<file path="src/rtl/lane_serializer.sv">
// N-lane to 1-lane word serializer: takes one frame of LANES words with a
// per-lane valid mask and emits it one slot per clock in ascending lane order.
module lane_serializer #(
  parameter int WIDTH        = 8,
  parameter int LANES        = 4,
  parameter bit SKIP_INVALID = 1'b1,
  parameter int LW           = $clog2(LANES)
) (
  input  logic                   clk,
  input  logic                   reset,
  input  logic [LANES*WIDTH-1:0] in_data,
  input  logic [LANES-1:0]       in_lane_valid,
  input  logic                   in_valid,
  output logic                   in_ready,
  output logic [WIDTH-1:0]       out_data,
  output logic                   out_valid,
  output logic [LW-1:0]          out_lane,
  output logic                   out_last,
  input  logic                   out_ready
);

  typedef enum logic {IDLE, SEND} state_t;

  state_t                 state, state_nxt;
  logic [LANES*WIDTH-1:0] data_q;
  logic [LANES-1:0]       rem, rem_nxt, lvm, load_rem;
  logic [LW-1:0]          cur;
  logic                   cur_lvm, single, advance, accept;

  function automatic logic [LW-1:0] lowest(input logic [LANES-1:0] m);
    lowest = '0;
    for (int i = LANES - 1; i >= 0; i--) begin
      if (m[i]) lowest = LW'(i);
    end
  endfunction

  assign cur      = lowest(rem);
  assign out_lane = cur;

  always_comb begin
    out_data = '0;
    cur_lvm  = 1'b0;
    for (int i = 0; i < LANES; i++) begin
      if (cur == LW'(i)) begin
        out_data = data_q[i*WIDTH +: WIDTH];
        cur_lvm  = lvm[i];
      end
    end
  end

  // Exactly one remaining slot means the current slot closes the frame.
  assign single    = (rem != '0) && ((rem & (rem - LANES'(1))) == '0);
  assign out_valid = (state == SEND) && (SKIP_INVALID ? 1'b1 : cur_lvm);
  assign out_last  = (state == SEND) && single;
  assign advance   = (state == SEND) && (out_ready || !out_valid);
  assign in_ready  = (state == IDLE) || (out_last && advance);
  assign accept    = in_valid && in_ready;
  assign load_rem  = SKIP_INVALID ? in_lane_valid : '1;

  always_comb begin
    state_nxt = state;
    rem_nxt   = rem;
    if (advance) begin
      rem_nxt = rem & ~(LANES'(1) << cur);
      if (out_last) state_nxt = IDLE;
    end
    // A frame taken on the final advance overrides the clear, so frames abut.
    if (accept) begin
      rem_nxt   = load_rem;
      state_nxt = (load_rem != '0) ? SEND : IDLE;
    end
  end

  always_ff @(posedge clk or negedge reset) begin
    if (!reset) begin
      state <= IDLE;
      rem   <= '0;
    end else begin
      state <= state_nxt;
      rem   <= rem_nxt;
    end
  end

  always_ff @(posedge clk or negedge reset) begin
    if (!reset) begin
      data_q <= '0;
      lvm    <= '0;
    end else if (accept) begin
      data_q <= in_data;
      lvm    <= in_lane_valid;
    end
  end

endmodule

</file>
<file path="config.mk">
export PLATFORM = sky130hd
export DESIGN_NAME = lane_serializer
export DESIGN_NICKNAME = d
export VERILOG_FILES = /design/src/rtl/lane_serializer.sv
export SDC_FILE = /design/constraint.sdc
export NUM_CORES = 1
export LEC_CHECK = 0
export CORE_MARGIN = 2
export CORE_UTILIZATION = 27
export CTS_CLUSTER_SIZE = 40
export DETAILED_ROUTE_END_ITERATION = 7
export PLACE_DENSITY = 0.57
export SETUP_SLACK_MARGIN = 0.2
export SLEW_MARGIN = 20
export SYNTH_ARGS = -nofsm -noshare
export SYNTH_HDL_FRONTEND = slang
export SYNTH_SLANG_ARGS = --single-unit
</file>
<file path="constraint.sdc">
create_clock -name clk -period 2.65 [get_ports clk]
set_input_delay 0.795 -clock clk [delete_from_list [all_inputs] [get_ports clk]]
set_output_delay 0.795 -clock clk [all_outputs]
set_load 0.01 [all_outputs]
</file>
# Yosys cells after proc, flatten, opt, wreduce, memory -nomap -nowiden
# Cells that the tools add are included.
dict set report op_classes {
  n_addsub 1
  n_eq_ne 3
  shifts 1
  n_mux 14
  bitwise 4
  n_reduce_logical 15
}
# operator n
set op_table {}
lappend op_table {{8-bit 2-to-1 mux} 4}
lappend op_table {{4-bit AND} 2}
lappend op_table {{2-bit 2-to-1 mux} 4}
lappend op_table {{4-bit 2-to-1 mux} 2}
lappend op_table {{4-bit nonzero test} 2}
lappend op_table {{1-bit logical AND} 5}
lappend op_table {{2-bit equality test (second input constant)} 2}
lappend op_table {{4-bit zero test} 1}
lappend op_table {{1-bit 2-to-1 mux} 4}
lappend op_table {{4-bit inverter} 1}
lappend op_table {{2-bit nonzero test} 2}
lappend op_table {{1-bit by 2-bit left shift with 4-bit output (first input constant)} 1}
lappend op_table {{4-bit by 1-bit subtractor with 4-bit output (second input constant)} 1}
lappend op_table {{2-bit by 1-bit equality test with 1-bit output (second input constant)} 1}
lappend op_table {{2-bit zero test} 1}
lappend op_table {{1-bit logical OR} 2}
lappend op_table {{2-bit AND reduction} 1}
lappend op_table {{1-bit zero test} 1}
lappend op_table {{1-bit inverter} 1}
dict set report word_totals {
  regBits 37
  in_bits 40
  out_inout_bits 13
  wordCells 41
}

# Depth between registers and ports, before layout
# Gate-level depths: netlist (run 1).
dict set report logic_depth {
  word_depth 10
  depth_mapped 6
  depth_no_buf 4
}

# Worst setup path before layout (run 1)
# OpenSTA, ideal clock, no wires.
dict set report synth_path {
  kind {register to output}
  from {register rem[3]}
  to {output out_data[4]}
  arrival_time_ps 1375
  required_ps 1855
  setup_slack_ps 480
  path_stages_with_launch 6
  cell_sequence {dfrtp_1 nor2b_1 clkbuf_1 a211oi_1 a211o_1 a21oi_1}
}
dict set report synth_via {
  elab_chain_cells 9
  word_cells_on_any_way 12
}
# item line
set synth_lines {}
lappend synth_lines {{start: declaration} 26} ;# logic [LANES-1:0] rem, rem_nxt, lvm, load_rem;
lappend synth_lines {{start signal: assignment} 80} ;# rem <= rem_nxt;
lappend synth_lines {{2-bit 2-to-1 mux (*) (4 in a row)} 33} ;# if (m[i]) lowest = LW'(i);
lappend synth_lines {{2-bit zero test} 44} ;# if (cur == LW'(i)) begin
lappend synth_lines {{8-bit 2-to-1 mux (3 in a row)} 44}
lappend synth_lines {{8-bit 2-to-1 mux (*)} 44}
lappend synth_lines {{end: declaration} 15} ;# output logic [WIDTH-1:0] out_data,
# Every way passes the cells marked *; elsewhere a longest branch is shown, timed or not.

# Final worst setup path (run 1)
dict set report layout_path {
  from {register rem[2]}
  to {output out_data[2]}
}
dict set report layout_via {
  elab_chain_cells 8
  word_cells_on_any_way 11
}
# item line
set layout_lines {}
lappend layout_lines {{2-bit 2-to-1 mux (*) (3 in a row)} 33}
lappend layout_lines {{2-bit zero test} 44}
lappend layout_lines {{8-bit 2-to-1 mux (3 in a row)} 44}
lappend layout_lines {{8-bit 2-to-1 mux (*)} 44}
# Marks and branches as above.

==> flow_summary.toml, run 1 <==
[run_status]
status = "finished, final reports clean"

[pwr]
vdd_ir_drop_max_mv = 0.457
fin_total_pwr_mw = 3.64
p_per_area_nw_per_um2 = 1280
p_leak_nw = 1.25

[sta]
rsz0062_at_grt = "true"
finalMaxSlewViolations = 0
finalWorstSetupSlack_ns = 0.173
clock_skew_ns = 0.00400
worstMarginPinSlew_ns = 0.867
final.period_utilization_pct = 93.5
setup_viol = 0
post-route-min-period_ns = 2.48
holdWs_ns = 0.488
hold_violations = 0
fmax_mhz = 404
relSlewSlack_pct = 42.2

[routing]
antenna_left = 0
vias_per_cell = 4.50
vias = 1495
drt-total-wl_um = 4870
first_iter_violations = 34
wl_per_cell_um = 14.7
dr.pass1.iters = 4
drc = 0

[die]
row_count = 31
die_x_um = 89.8
start_util_pct = 27.7
die_y_um = 89.8
core_um2 = 7180
io_pins = 53
die_area_um2 = 8070

[worst_setup_path]
rr_startpoint = "rem[0]"
rr_worst_depth = 7
r2r_setup_slack_ns = 0.49
crit_top_cell = "buf_6"
worst_setup_path_end_kind = "primary output"
timing.rr.end = "data_q[28]"
critPathArrivalTime_ns = 1.68
start_kind = "flop"
worst_ep_required_time_ns = 1.86
cp_slowest_stage_delay_ns = 0.39
crit_path_cell_trace = "buf_6 > nor2b_4 > buf_6 > a211oi_1 > a211o_1 > a21oi_2 > buf_2"
critPathKind = "reg2out"
cp_max_fo = 5
crit_path_top_delay_cell = "dfrtp_1"

[worst_hold_path]
whs_path_depth = 1
hold_path.class = "reg2reg"
worstHoldEndpoint = "data_q[26]"
hp-start = "data_q[26]"

[place]
place_ws_ns = -0.243
hpwl_um = 3310
gp_congestion = 0.796
io_buffer_count = 52

[logic_synthesis]
synth-main-ff-cell = "dfrtp_1"
yosysSeqAreaShare_pct = 46.5
async_flop_share_pct = 100
yosysWarnings = 0
synth_edf_count = 0
synthCells = 168
synthTopCellsByArea = "dfrtp_1, mux2_4, a211oi_1"
synth_cell_types = 33
synthMostInstantiatedCell = "dfrtp_1"
netlist_area_um2 = 1990
synth_nets = 208
synth_largest_area_cell = "dfrtp_1"
synth.avg_cell_area_um2 = 11.8
synth_commonest_cells = "dfrtp_1, mux2_4, nor2_1, inv_1, nand2_1"
synth_top_area_share_pct = 46.5
ys_ff_latch = 37

[global_route]
track_usage_pct = 12.6
overflow = 0
antenna_found_initial = 0
grt_pass1_wl_um = 8070
grt_pass1_vias = 1568
grt_max_degree = 38

[clocking]
h-tree-depth = 2
cts-root-buf = "clkbuf_8"
ctsLongestPathBuffers = 2
cts_tree = "yes"
clkTransAtPathRegs_ns = 0.07
clock_latency_ns = 0.28
clock_sinks = 37
cts_made_buffers = 5

[cells_and_area]
syn_to_final_growth_pct = 42.7
diodes = 0
fin_nets = 273
utilization_pct = 39.6
post_route_cells_drive_above_1_share_pct = 33.9

[run]
cap_viol_max_count = 0
-- through the flow --
step	std cells	instance area, µm²	setup TNS [ns]
after detailed placement	320	2680	-0.243
after global placement	320	2680	-0.217
after CTS	331	2830	0
after global routing	332	2840	0
after floorplan	168	1990	0
final	332	2840	0
-- sequential cells by signal, summed over array words and instances (netlist names) --
register	count
data_q	32
out_valid	1
rem	4
-- logic make-up (layout without fill, tap and decap cells) --
family                 after synthesis  in the layout  synth area share, %
multiplexers                        32             32                 21.9
buffers and inverters               23             88                 6.23
AND/OR/NAND/NOR                     38             38                 10.1
flip-flops                          37             37                 46.5
XOR/XNOR                             1              1                0.818
AO/OA/AOI/OAI                       37             37                 14.4
-- cell type report --
| class | count | area (µm²) |
|---|---|---|
| multi-input cells | 108 | 1000 |
| inverters | 12 | 45.0 |
| flip-flops and latches | 37 | 927 |
| fillers | 717 | 4340 |
| clock buffers | 7 | 86.3 |
| well taps | 99 | 124 |
| repair buffers | 69 | 656 |
-- metal layers --
metal	wire, µm	GRT usage (%)	up-vias
li1	-	-	722
met3	219	3.52	5
met5	0	0	-
met4	42	3.85	0
met2	2150	18.9	32
met1	2450	17.8	736
-- worst max-delay path by stage --
stage,from,to
after detailed placement,out_ready,in_ready
after floorplan,rem[3],out_data[4]
after global routing,rem[2],out_data[5]
after global placement,out_ready,in_ready
after CTS,out_ready,in_ready
final,rem[2],out_data[2]
-- cell usage in the layout, fill, tap and decap left out, types with 2 or more instances in the layout --
cell type,n
mux2_1,6
nand3b_1,2
a21oi_2,6
nor3_1,2
a211oi_1,5
dfrtp_1,36
clkbuf_8,6
inv_1,12
nor2_1,13
a211oi_2,4
mux2_4,20
a211o_1,7
clkdlybuf4s50_1,39
dlygate4sd2_1,2
nor4b_4,2
mux2_2,6
buf_6,4
buf_2,10
buf_12,4
buf_4,9
a21oi_1,4
nand2_1,11
-- power by group --
group / internal (mW) / switching, mW / leakage (nW)
logic: 1.21 / 0.990 / 0.769
registers: 0.858 / 0.180 / 0.436
clock network: 0.207 / 0.198 / 0.0443
-- what timing repair did --
item | 4_1_cts | 5_1_grt
pin swaps | 8 | 7
gates resized for setup | 55 | 8
setup endpoints to repair | 12 | 10
hold buffers | 0 | 0
setup buffers | 3 | 1
cloned | 1 | 0
-- worst max-delay path: cells and delay by family, from the launching register on --
kind / cells / cell delay, ns
buffers and inverters: 3 / 0.42
AOI/OAI and AO/OA: 3 / 0.45
and+or+nand+nor: 1 / 0.14
DFF: 1 / 0.39
Power figures use the tool's default switching activity.
==> run 2, diff against run 1 <==
==> constraint.sdc (replaced) <==
create_clock -name clk -period 2.65 [get_ports clk]
set_input_delay 0.795 -clock clk [delete_from_list [all_inputs] [get_ports clk]]
set_output_delay 0.795 -clock clk [all_outputs]
set_load 0.1 [all_outputs]
==> run 2 against run 1 <==
Utilization up 4.5 points; die area is the same; first-iteration DRC count grew 59%; sequential share of layout area shrank 3.2 points; largest cell class unchanged; clock-buffer cell count unchanged; worst hold slack got worse by 0.0011 ns; critical path type unchanged; global-route usage fell by 0.25 points; final cell count rose by 1.2%.
==> flow_summary.toml, run 2 (synthesis results as in run 1) <==
[run_status]
status = "finished, final reports clean"

[sta]
relSlewSlack_pct = 64.3
final.period_utilization_pct = 95.7
fmax_mhz = 394
clock_skew_ns = 0.0119
fin_setup_tns_ns = 0
finalMaxSlewViolations = 0
worstMarginPinSlew_ns = 0.535
rsz0062_at_grt = "true"
setup_viol = 0
post-route-min-period_ns = 2.54
hold_violations = 0

[worst_hold_path]
hold_path.class = "in2async"

[die]
row_count = 31
core_um2 = 7180
start_util_pct = 27.7
die_x_um = 89.8
io_pins = 53
die_area_um2 = 8070
die_y_um = 89.8

[clocking]
clkTransAtPathRegs_ns = 0.08
clock_latency_ns = 0.28
h-tree-depth = 2
ctsLongestPathBuffers = 2
cts_made_buffers = 5
cts_tree = "yes"
cts-root-buf = "clkbuf_8"
clock_sinks = 37

[cells_and_area]
mostFrequentLayoutCells = "clkdlybuf4s50_1, dfrtp_1, mux2_4, buf_4, buf_12"
syn_to_final_growth_pct = 59.1
diodes = 0
top_register = "data_q"
final_common_cell = "clkdlybuf4s50_1"
post_route_cells_drive_above_1_share_pct = 43.5
fillerInstances = 652
fin_nets = 277
largest_reg_flops = 32

[routing]
wl_per_cell_um = 14.4
drc = 0
antenna_left = 0
dr.pass1.iters = 4
drt-total-wl_um = 4840
vias = 1485
first_iter_violations = 54
vias_per_cell = 4.42

[global_route]
antenna_found_initial = 0
grt_pass1_wl_um = 8040
track_usage_pct = 12.4
grt_max_degree = 24
overflow = 0
grt_pass1_vias = 1589

[worst_setup_path]
crit_path_top_delay_cell = "dfrtp_2"
critPathArrivalTime_ns = 1.74
crit_path_cell_trace = "buf_4 > nor3_2 > or2_4 > nand2_2 > a21oi_4 > buf_12"
worst_setup_path_end_kind = "primary output"
critPathKind = "reg2out"
cp_slowest_stage_delay_ns = 0.46
worst_ep_required_time_ns = 1.86
start_kind = "flop"
cp_max_fo = 7

[run]
cap_viol_max_count = 0

[place]
io_buffer_count = 52
gp_congestion = 0.782
hpwl_um = 3440
[run 2: final timing paths]
check	start	to	slack, ns	cells after the start
hold / removal	reset	data_q[6]	0.49	1
hold reg to reg	data_q[27]	data_q[27]	0.49	1
max in group asynchronous	reset	data_q[5]	1.61	2
setup reg to reg	rem[2]	data_q[30]	0.41	7
setup / recovery	rem[2]	out_data[5]	0.11	6
min in group clk	data_q[27]	data_q[27]	0.49	1
[run 2: critical path, delay by kind of cell (launching register included)]
kind                   cells  cell delay (ns)
and+or+nand+nor            3             0.46
buffers and inverters      2             0.35
DFF                        1             0.46
AOI/OAI and AO/OA          1             0.18
[run 2: layout make-up]
type	instances	area, µm²	area share (%)
timing repair buffer	73	840	26.5
inverter	12	45.0	1.42
tap	99	124	3.91
sequential	37	932	29.5
clock buffer	7	86.3	2.73
multi-input combinational	108	1140	35.9
[run 2: repair_timing]
action	4_1_cts	5_1_grt
cloned	1	0
hold buffers	0	0
resized for setup	18	8
pin swaps	11	4
buffers inserted	7	1
endpoints found under the setup margin	10	10
[run 2: per-stage QoR]
stage / hold slack (ns) / worst slack (ns) / utilization [%] / cells / area [µm²]
2_1_floorplan: 0.459 / 0.177 / - / 168 / 2140
3_3_place_gp: 0.469 / 0.128 / 40.7 / 320 / 2920
3_5_place_dp: 0.475 / 0.114 / 40.7 / 320 / 2920
4_1_cts: 0.492 / 0.104 / 43.5 / 335 / 3120
5_1_grt: 0.503 / 0.0532 / 44.1 / 336 / 3160
6_report: 0.486 / 0.114 / 44.1 / 336 / 3160
[run 2: layer usage]
| metal | global-route usage, % | part of all wire, % |
|---|---|---|
| met1 | 17.9 | 51 |
| met2 | 18.5 | 43 |
| met3 | 3.77 | 5.1 |
| met4 | 2.31 | 0.50 |
| met5 | 0 | 0 |
Power of run 2 is not shown: default switching activity piles up to over one toggle a cycle in this logic, so the estimate is an artifact.
